File: src/rtl/work_serial_transmit_pkg.sv
// Shared constants and state encoding for the work-packet UART transmitter.
package work_serial_transmit_pkg;

    localparam int PACKET_BYTES = 84;
    localparam int FRAME_BITS   = 10;
    localparam int PACKET_BITS  = PACKET_BYTES * 8;

    typedef enum logic [2:0] {
        IDLE      = 3'd0,
        START_BIT = 3'd1,
        DATA      = 3'd2,
        STOP_BIT  = 3'd3,
        GAP       = 3'd4,
        DONE      = 3'd5
    } txState_e;

    function automatic int calcDiv(input int clkHz, input int baud);
        return clkHz / baud;
    endfunction

endpackage

File: src/rtl/work_serial_transmit_if.sv
// Host-side bundle of the work packet request and the transmitter status lines.
interface work_serial_transmit_if;

    logic         start;
    logic [255:0] data1;
    logic [255:0] data2;
    logic [127:0] data3;
    logic [31:0]  target;
    logic         TxD;
    logic         busy;
    logic         done;

    modport master (
        output start, data1, data2, data3, target,
        input  TxD, busy, done
    );

    modport slave (
        input  start, data1, data2, data3, target,
        output TxD, busy, done
    );

endinterface

File: src/rtl/work_serial_transmit_serial_byte_tx.sv
// Single UART frame sender: start bit, 8 data bits LSB first, stop bit, optional mark gap.
module serial_byte_tx
    import work_serial_transmit_pkg::*;
#(
    parameter int DIV      = 108,
    parameter int GAP_BITS = 0
) (
    input  logic       uart_clk,
    input  logic       reset,
    input  logic [7:0] i_byte,
    input  logic       i_send,
    output logic       o_byteBusy,
    output logic       o_frameEnd,
    output logic       o_txd
);

    localparam int               DIV_W      = (DIV < 2) ? 1 : $clog2(DIV);
    localparam logic [DIV_W-1:0] DIV_RELOAD = DIV_W'(DIV - 1);
    localparam logic [3:0]       GAP_LAST   = 4'((GAP_BITS == 0) ? 0 : GAP_BITS - 1);

    txState_e         r_state;
    txState_e         w_nextState;
    logic [DIV_W-1:0] r_divCnt;
    logic [DIV_W-1:0] w_divCnt;
    logic [3:0]       r_bitCnt;
    logic [3:0]       w_bitCnt;
    logic [7:0]       r_shift;
    logic [7:0]       w_shift;
    logic             w_tick;
    logic             w_frameEnd;
    logic             w_load;

    assign w_tick     = (r_divCnt == '0);
    assign o_byteBusy = (r_state != IDLE);
    assign o_frameEnd = w_frameEnd;

    always_ff @(posedge uart_clk or posedge reset) begin
        if (reset) begin
            r_state  <= IDLE;
            r_divCnt <= '0;
            r_bitCnt <= '0;
            r_shift  <= '0;
        end else begin
            r_state  <= w_nextState;
            r_divCnt <= w_divCnt;
            r_bitCnt <= w_bitCnt;
            r_shift  <= w_shift;
        end
    end

    // A new frame may be loaded on the last cycle of the previous one so bytes run back-to-back.
    always_comb begin
        w_nextState = r_state;
        w_divCnt    = w_tick ? DIV_RELOAD : r_divCnt - 1'b1;
        w_bitCnt    = r_bitCnt;
        w_shift     = r_shift;
        w_frameEnd  = 1'b0;
        w_load      = 1'b0;
        o_txd       = 1'b1;

        case (r_state)
            IDLE: begin
                w_divCnt = DIV_RELOAD;
                w_load   = i_send;
            end
            START_BIT: begin
                o_txd = 1'b0;
                if (w_tick) begin
                    w_nextState = DATA;
                    w_bitCnt    = '0;
                end
            end
            DATA: begin
                o_txd = r_shift[0];
                if (w_tick) begin
                    w_shift  = {1'b0, r_shift[7:1]};
                    w_bitCnt = r_bitCnt + 4'd1;
                    if (r_bitCnt == 4'd7) begin
                        w_nextState = STOP_BIT;
                        w_bitCnt    = '0;
                    end
                end
            end
            STOP_BIT: begin
                if (w_tick) begin
                    if (GAP_BITS == 0) begin
                        w_frameEnd  = 1'b1;
                        w_nextState = IDLE;
                    end else begin
                        w_nextState = GAP;
                        w_bitCnt    = '0;
                    end
                end
            end
            GAP: begin
                if (w_tick) begin
                    w_bitCnt = r_bitCnt + 4'd1;
                    if (r_bitCnt == GAP_LAST) begin
                        w_frameEnd  = 1'b1;
                        w_nextState = IDLE;
                        w_bitCnt    = '0;
                    end
                end
            end
            default: begin
                w_nextState = IDLE;
            end
        endcase

        if (w_load || (w_frameEnd && i_send)) begin
            w_nextState = START_BIT;
            w_shift     = i_byte;
            w_divCnt    = DIV_RELOAD;
            w_bitCnt    = '0;
        end
    end

endmodule

File: src/rtl/work_serial_transmit.sv
// Serialises one 84-byte work packet {target, data3, data2, data1}, least-significant byte first.
module work_serial_transmit
    import work_serial_transmit_pkg::*;
#(
    parameter int comm_clk_frequency = 12_500_000,
    parameter int baud_rate          = 115_200,
    parameter int GAP_BITS           = 0
) (
    input  logic                   uart_clk,
    input  logic                   reset,
    work_serial_transmit_if.slave  host
);

    localparam int         DIV       = calcDiv(comm_clk_frequency, baud_rate);
    localparam logic [6:0] LAST_BYTE = 7'(PACKET_BYTES - 1);

    if (DIV < 2) begin : g_divCheck
        $error("work_serial_transmit: bit period must be at least 2 clocks");
    end

    if (GAP_BITS < 0 || GAP_BITS > 15) begin : g_gapCheck
        $error("work_serial_transmit: GAP_BITS must be within 0..15");
    end

    logic [PACKET_BITS-1:0] r_shift;
    logic [6:0]             r_byteIdx;
    logic                   r_busy;
    logic                   r_done;
    logic                   w_accept;
    logic                   w_lastFrame;
    logic                   w_nextByte;
    logic                   w_send;
    logic [7:0]             w_byte;
    logic                   w_byteBusy;
    logic                   w_frameEnd;
    logic                   w_txd;

    // The done cycle also blocks a new start, so back-to-back packets always see a done pulse.
    assign w_accept    = host.start && !r_busy && !r_done && !w_byteBusy;
    assign w_lastFrame = w_frameEnd && (r_byteIdx == LAST_BYTE);
    assign w_nextByte  = w_frameEnd && (r_byteIdx != LAST_BYTE);
    assign w_send      = w_accept || w_nextByte;
    assign w_byte      = w_accept ? host.data1[7:0] : r_shift[15:8];

    assign host.TxD  = w_txd;
    assign host.busy = r_busy;
    assign host.done = r_done;

    // Low byte of r_shift is the byte on the line; rotating keeps the next one at [15:8].
    always_ff @(posedge uart_clk or posedge reset) begin
        if (reset) begin
            r_shift   <= '0;
            r_byteIdx <= '0;
            r_busy    <= 1'b0;
            r_done    <= 1'b0;
        end else begin
            r_done <= w_lastFrame;
            if (w_accept) begin
                r_shift   <= {host.target, host.data3, host.data2, host.data1};
                r_byteIdx <= '0;
                r_busy    <= 1'b1;
            end else if (w_nextByte) begin
                r_shift   <= {r_shift[7:0], r_shift[PACKET_BITS-1:8]};
                r_byteIdx <= r_byteIdx + 7'd1;
            end else if (w_lastFrame) begin
                r_busy    <= 1'b0;
                r_byteIdx <= '0;
            end
        end
    end

    serial_byte_tx #(
        .DIV      (DIV),
        .GAP_BITS (GAP_BITS)
    ) u_byteTx (
        .uart_clk   (uart_clk),
        .reset      (reset),
        .i_byte     (w_byte),
        .i_send     (w_send),
        .o_byteBusy (w_byteBusy),
        .o_frameEnd (w_frameEnd),
        .o_txd      (w_txd)
    );

endmodule

File: src/flat_wrapper.sv
// flat-port wrapper written by rule: the top's interface ports become plain ports
module work_serial_transmit_flat import work_serial_transmit_pkg::*;
#(
    parameter int comm_clk_frequency = 12_500_000,
    parameter int baud_rate          = 115_200,
    parameter int GAP_BITS           = 0
)
  (uart_clk, reset, host_start, host_data1, host_data2, host_data3, host_target, host_TxD, host_busy, host_done);
  work_serial_transmit_if host_i ();
  input  logic uart_clk;
  input  logic reset;
  input wire logic [$bits(host_i.start)-1:0] host_start;
  input wire logic [$bits(host_i.data1)-1:0] host_data1;
  input wire logic [$bits(host_i.data2)-1:0] host_data2;
  input wire logic [$bits(host_i.data3)-1:0] host_data3;
  input wire logic [$bits(host_i.target)-1:0] host_target;
  output wire logic [$bits(host_i.TxD)-1:0] host_TxD;
  output wire logic [$bits(host_i.busy)-1:0] host_busy;
  output wire logic [$bits(host_i.done)-1:0] host_done;
  assign host_i.start = host_start;
  assign host_i.data1 = host_data1;
  assign host_i.data2 = host_data2;
  assign host_i.data3 = host_data3;
  assign host_i.target = host_target;
  assign host_TxD = host_i.TxD;
  assign host_busy = host_i.busy;
  assign host_done = host_i.done;
  work_serial_transmit #(.comm_clk_frequency(comm_clk_frequency), .baud_rate(baud_rate), .GAP_BITS(GAP_BITS)) u_core (.uart_clk(uart_clk), .reset(reset), .host(host_i));
endmodule
File: config.mk
export PLATFORM = sky130hd
export DESIGN_NAME = work_serial_transmit_flat
export DESIGN_NICKNAME = d
export VERILOG_FILES = /design/src/rtl/work_serial_transmit_pkg.sv /design/src/rtl/work_serial_transmit_if.sv /design/src/rtl/work_serial_transmit_serial_byte_tx.sv /design/src/rtl/work_serial_transmit.sv /design/src/flat_wrapper.sv
export SDC_FILE = /design/constraint.sdc
export NUM_CORES = 2
export LEC_CHECK = 0
export ABC_AREA = 1
export BUFFER_PORTS_ARGS = -buffer_cell sky130_fd_sc_hd__buf_4
export CELL_PAD_IN_SITES_DETAIL_PLACEMENT = 1
export CELL_PAD_IN_SITES_GLOBAL_PLACEMENT = 1
export CORE_MARGIN = 3
export CORE_UTILIZATION = 36
export CTS_CLUSTER_SIZE = 12
export DETAILED_ROUTE_END_ITERATION = 16
export PLACE_DENSITY = 0.8
export SYNTH_ARGS = -nofsm -noshare
export SYNTH_HDL_FRONTEND = slang
export SYNTH_SLANG_ARGS = --single-unit
export TNS_END_PERCENT = 50
File: constraint.sdc
create_clock -name uart_clk -period 21.9 [get_ports uart_clk]
set_input_delay 1.095 -clock uart_clk [delete_from_list [all_inputs] [get_ports uart_clk]]
set_output_delay 1.095 -clock uart_clk [all_outputs]
set_load 0.01 [all_outputs]
# --- Word level (Yosys, flattened, before mapping) ---
# Index checks and enable logic that the tools add are counted.
totals:
  input_bits: 675
  regBits: 703
  out_inout_bits: 3
  elab_cells: 87
classes:
  reduce_logical: 25
  add_sub_neg: 3
  eq_ne: 15
  n_mux: 36
op_table:
  columns: ["operator", "count"]
  rows:
  - ["$mux W672", 2]
  - ["$mux W7", 6]
  - ["$mux W8", 4]
  - ["$mux W4", 6]
  - ["$mux W3", 7]
  - ["$ne A3 B3 Y1 const B", 6]
  - ["$pmux W3 S5", 1]
  - ["$pmux W4 S3", 1]
  - ["$reduce_bool A2 Y1", 4]
  - ["$add A7 B1 Y7 const B", 1]
  - ["$eq A7 B7 Y1 const B", 1]
  - ["$logic_not A7 Y1", 1]
  - ["$mux W1", 7]
  - ["$ne A7 B7 Y1 const B", 1]
  - ["$reduce_and A7 Y1", 1]
  - ["$sub A7 B1 Y7 const B", 1]
  - ["$eq A3 B2 Y1 const B", 2]
  - ["$logic_and A1 B1 Y1", 6]
  - ["$reduce_bool A3 Y1", 2]
  - ["$add A4 B1 Y4 const B", 1]
  - ["$eq A4 B3 Y1 const B", 1]
  - ["$logic_not A4 Y1", 1]
  - ["$pmux W1 S2", 2]
  - ["$reduce_and A2 Y1", 2]
  - ["other kinds (9)", 12]

# --- Longest topological paths before layout ---
logic_depth:
  ltp_word: 10
  mapped_depth: 11
  mapped_depth_nobuf: 10

# --- Cells and area by module ---
# Synthesis repeated with hierarchy kept, for this count alone.
unflattened:
  cells_unflattened: 5317
  area_unflattened_um2: 36859.1
by_module_without_submodules:
  columns: ["mod", "seq_area_each_um2", "instances", "area_each_um2", "cells_per_inst"]
  rows:
  - ["work_serial_transmit", 17041.3, 1, 35610.4, 5152]
  - ["serial_byte_tx", 525.5, 1, 1248.7, 165]

# --- Worst setup path before layout ---
# No wires, ideal clock.
synth_timing:
  path_kind: "input to register"
  from: "input port host_start"
  to: "register u_core.r_shift[146]"
  required_time_ns: 21.768
  path_stages: 7
  arrival_time_ns: 2.014
  setup_time_ns: 0.132
  path_buffers: 2
  slack_ns: 19.754
  path_cell_list: "nand3_2 > inv_2 > buf_2 > clkbuf_1 > o21ai_1 > nand2_1 > o21ai_0"
synth_between:
  elab_chain_len: 4
  word_cells_on_any_way: 5
  classes_between: "1 x mux; 4 x reduce/logical"
synth_rtl:
  columns: ["element", "line", "text"]
  rows:
  - ["start, declared", "flat_wrapper.sv:12", "input wire logic [$bits(host_i.start)-1:0] host_start;"]
  - ["$logic_and A1 B1 Y1 (*) (3 in a row)", "work_serial_transmit.sv:39", "assign w_accept = host.start && !r_busy && !r_done && !w_byteBusy;"]
  - ["$mux W672 / $reduce_bool A2 Y1 (equally long branches)", null, null]
  - ["end signal, assigned", "work_serial_transmit.sv:59", "r_shift <= {host.target, host.data3, host.data2, host.data1};"]
  - ["end signal, assigned", "work_serial_transmit.sv:63", "r_shift <= {r_shift[7:0], r_shift[PACKET_BITS-1:8]};"]
  - ["end, declared", "work_serial_transmit.sv:25", "logic [PACKET_BITS-1:0] r_shift;"]
# Every way passes the cells marked *; elsewhere a longest branch is shown, timed or not.
# A chain may end at the register's enable or synchronous reset.

# --- Final worst setup path ---
layout_timing:
  from: "register u_core.u_byteTx.r_divCnt[0]"
  to: "register u_core.r_shift[133]"
layout_between:
  elab_chain_len: 5
  word_cells_on_any_way: 6
  classes_between: "3 x mux; 3 x reduce/logical"
layout_rtl:
  columns: ["element", "line", "text"]
  rows:
  - ["start, declared", "work_serial_transmit_serial_byte_tx.sv:23", "logic [DIV_W-1:0] r_divCnt;"]
  - ["start signal, assigned", "work_serial_transmit_serial_byte_tx.sv:45", "r_divCnt <= w_divCnt;"]
  - ["$logic_not A7 Y1 (*)", "work_serial_transmit_serial_byte_tx.sv:33", "assign w_tick = (r_divCnt == '0);"]
  - ["$mux W1, on equally long branches", "work_serial_transmit_serial_byte_tx.sv:96, work_serial_transmit_serial_byte_tx.sv:85", null]
  - ["$pmux W1 S2 (*)", "work_serial_transmit_serial_byte_tx.sv:61", "case (r_state)"]
  - ["$logic_and A1 B1 Y1 (*)", "work_serial_transmit.sv:41", "assign w_nextByte = w_frameEnd && (r_byteIdx != LAST_BYTE);"]
  - ["$reduce_bool A2 Y1 (no line) (*)", null, null]
# Marked as above.

==> results_dict.tcl <==
set metrics [dict create \
    initial_core_util_pct 36.5 \
    postCtsSetupBuffers 0 \
    setup_viol 0 \
    fill_cells 11600 \
    whs_path_depth 1 \
    synth.cells.most_frequent "nand2_1, o21ai_0, dfrtp_1, inv_1, o21ai_1" \
    antenna_found_initial 49 \
    place_hpwl_um 78900 \
    cp_common_cell "buf_4" \
    synth-edff-count 0 \
    drtIter0Drc 2267 \
    synth_top_area_share_pct 51.2 \
    clk_pin_slew_ns 0.06 \
    final_cell_area_mm2 0.0425 \
    drtAntennaViolNets 0 \
    yosys.area.top_type "dfrtp_1" \
    peakVddDrop_mv 0.0461 \
    max_stage_delay_ns 0.92 \
    outcome "finished, final reports clean" \
    fin_crit_sh_pct 26.6 \
    critPathKind "reg -> reg" \
    crit_fanout 240 \
    fp.dieW_um 315 \
    coreArea_mm2 0.0939 \
    io_pins 678 \
    ys_seq_area_share_pct 51.2 \
    h-tree-depth 3 \
    drive_gt1_share_pct 16.6 \
    syn_area_mm2 0.0343 \
    finalNetCount 5700 \
    finalCriticalPeriod_ns 5.83 \
    die_h_um 315 \
    clockBufferDepth 3 \
    cp_slowest_cell "buf_4" \
    hold_buffers 0 \
    drt_pass1_iterations 5 \
    cts_root_buffer "clkbuf_16" \
    area_growth_pct 23.8 \
    viasPerCell 4.84 \
    crit_path_end_kind "flip-flop" \
    hold_path_class "reg -> reg" \
    finClkSkew_ns 0.0242 \
    globalRouteOverflowTotal 0 \
    rows 112 \
    grt_max_degree 300 \
    synth_cell_types 28 \
    fmax_ghz 0.171 \
    worstMarginPinSlew_ns 1.11 \
    critPathRequiredTime_ns 22.35 \
    crit_chain "inv_1 > ha_1 > nand2_1 > nor2_4 > nand3_2 > nand2_8 > buf_4 > buf_12 > buf_4 > buf_4 > o21ai_0" \
    routed_wl_um 113000 \
    leakagePower_nw 19.6 \
    crit_family "buffers and inverters" \
    rsz0062_at_grt "no" \
    crit_buf_inv 5 \
    cts_resized 0 \
    syn-num-nets 5210 \
    reg2reg_depth 11 \
    drv_cap 0 \
    synth_most_common_cell "nand2_1" \
    track_usage_pct 22.1 \
    yosysWarnings 0 \
    post_drt_wl_per_cell_um 17.7 \
    drc 0 \
    syn_area_per_cell_um2 7.58 \
    cts_tree "yes" \
    max_slew_margin_pct 26.1 \
    first_global_vias 31800 \
    clock-sinks 702 \
    synthCells 4527 \
    grt_pass1_wl_um 174000 \
    ys.flop_type "dfrtp_1" \
    timing.final.hold_violations 0 \
    worst_ep_arrival_time_ns 6.28 \
    ys_seq_elements 702 \
    critPathLaunchType "flip-flop" \
    die_area_mm2 0.0990 \
    yosys-top-cells-area "dfrtp_1, nand2_1, o21ai_0, o21ai_1, inv_1" \
    drv_slew 0 \
    crit_cells 11 \
    insertion_delay_ns 0.63 \
    power_density_mw_per_mm2 66.6 \
    vias 30800 \
    fin_setup_tns_ns 0 \
    async_flop_share_pct 100 \
    io_buffers 677 \
    cts_buffers 83 \
    dpl-instance-area_mm2 0.0396 \
    routabilityCongestion 0.838 \
]
worst paths after layout:
kind | endpoint | from | slack, ns
min in group asynchronous | u_core.r_shift[579]$_DFFE_PP0N_ | reset | 0.65
worst max register to register | u_core.r_shift[133]$_DFFE_PP0N_ | u_core.u_byteTx.r_divCnt[0]$_DFF_PP0_ | 16.07
worst min-delay path | u_core.u_byteTx.r_divCnt[0]$_DFF_PP0_ | u_core.u_byteTx.r_divCnt[0]$_DFF_PP0_ | 0.47
worst min register to register | u_core.u_byteTx.r_divCnt[0]$_DFF_PP0_ | u_core.u_byteTx.r_divCnt[0]$_DFF_PP0_ | 0.47
worst max-delay path | u_core.r_shift[133]$_DFFE_PP0N_ | u_core.u_byteTx.r_divCnt[0]$_DFF_PP0_ | 16.07
max in group asynchronous | u_core.r_shift[328]$_DFFE_PP0N_ | reset | 17.48
report_power, final:
group          leakage (nW)  switching [mW]  internal, mW
combinational          11.9          0.0524        0.0762
sequential             6.31               0          1.30
clock                  1.36           0.568         0.834
total                  19.6           0.620          2.21
logic make-up (layout without fill, tap and decap cells):
kind of cell,Yosys count,after routing,synth area share (%)
buffers and inverters,976,1528,12.1
other,0,41,0
xor gates and xnor gates,7,7,0.179
DFF,702,702,51.2
adders and majority gates,8,8,0.292
AOI/OAI and AO/OA,1331,1331,19.5
and+or+nand+nor,1503,1503,16.7
cells in the final DEF (no fill, tap or decap), drive strengths merged:
master and count:
a21oi 2, buf 704, bufinv 4, clkbuf 125, clkinv 16, dfrtp 702
diode 41, ha 8, inv 679, nand2 1435, nand3 24, nand3b 1
nand4 1, nor2 36, nor3 3, nor3b 1, o211ai 9, o21a 7
o21ai 1311, o22ai 2, or2 2, xnor2 2, xor2 5
metal layers:
layer	GRT usage, %	vias to the layer above	routed length, µm
met4	10.1	12	3980
met1	28.2	14900	48200
met5	0	-	79
met3	3.98	178	5540
met2	36.6	591	55200
li1	-	15200	-
flip-flops by register name, indices dropped and copies added, names as in the netlist:
register                  flops
u_core.r_shift              672
u_core.u_byteTx.r_divCnt      7
u_core.u_byteTx.r_shift       8
u_core.host.done              1
u_core.r_byteIdx              7
u_core.u_byteTx.r_state       2
u_core.u_byteTx.r_bitCnt      4
u_core.host.busy              1
final cells by class:
class | instances | area [µm²] | share of cell area, %
clock buffer | 125 | 2500 | 5.88
timing repair buffer | 704 | 5340 | 12.6
tap | 1254 | 1570 | 3.69
multi-input combinational | 2849 | 12600 | 29.6
sequential | 702 | 17600 | 41.4
clock inverter | 22 | 251 | 0.592
antenna | 41 | 103 | 0.242
inverter | 677 | 2560 | 6.02
through the flow:
step | util [%] | cells | power (mW) | hold WS [ns] | setup slack (ns)
6_report | 45.2 | 6374 | 2.83 | 0.466 | 16.07
2_1_floorplan | - | 4527 | 1.34 | 0.409 | 1.12
3_3_place_gp | 42.2 | 6186 | 1.45 | 0.422 | 15.77
3_5_place_dp | 42.2 | 6186 | 1.45 | 0.467 | 15.64
5_1_grt | 45.2 | 6368 | 2.93 | 0.507 | 15.40
4_1_cts | 45.1 | 6333 | 2.87 | 0.477 | 15.94
(Power assumes the default switching activity.)
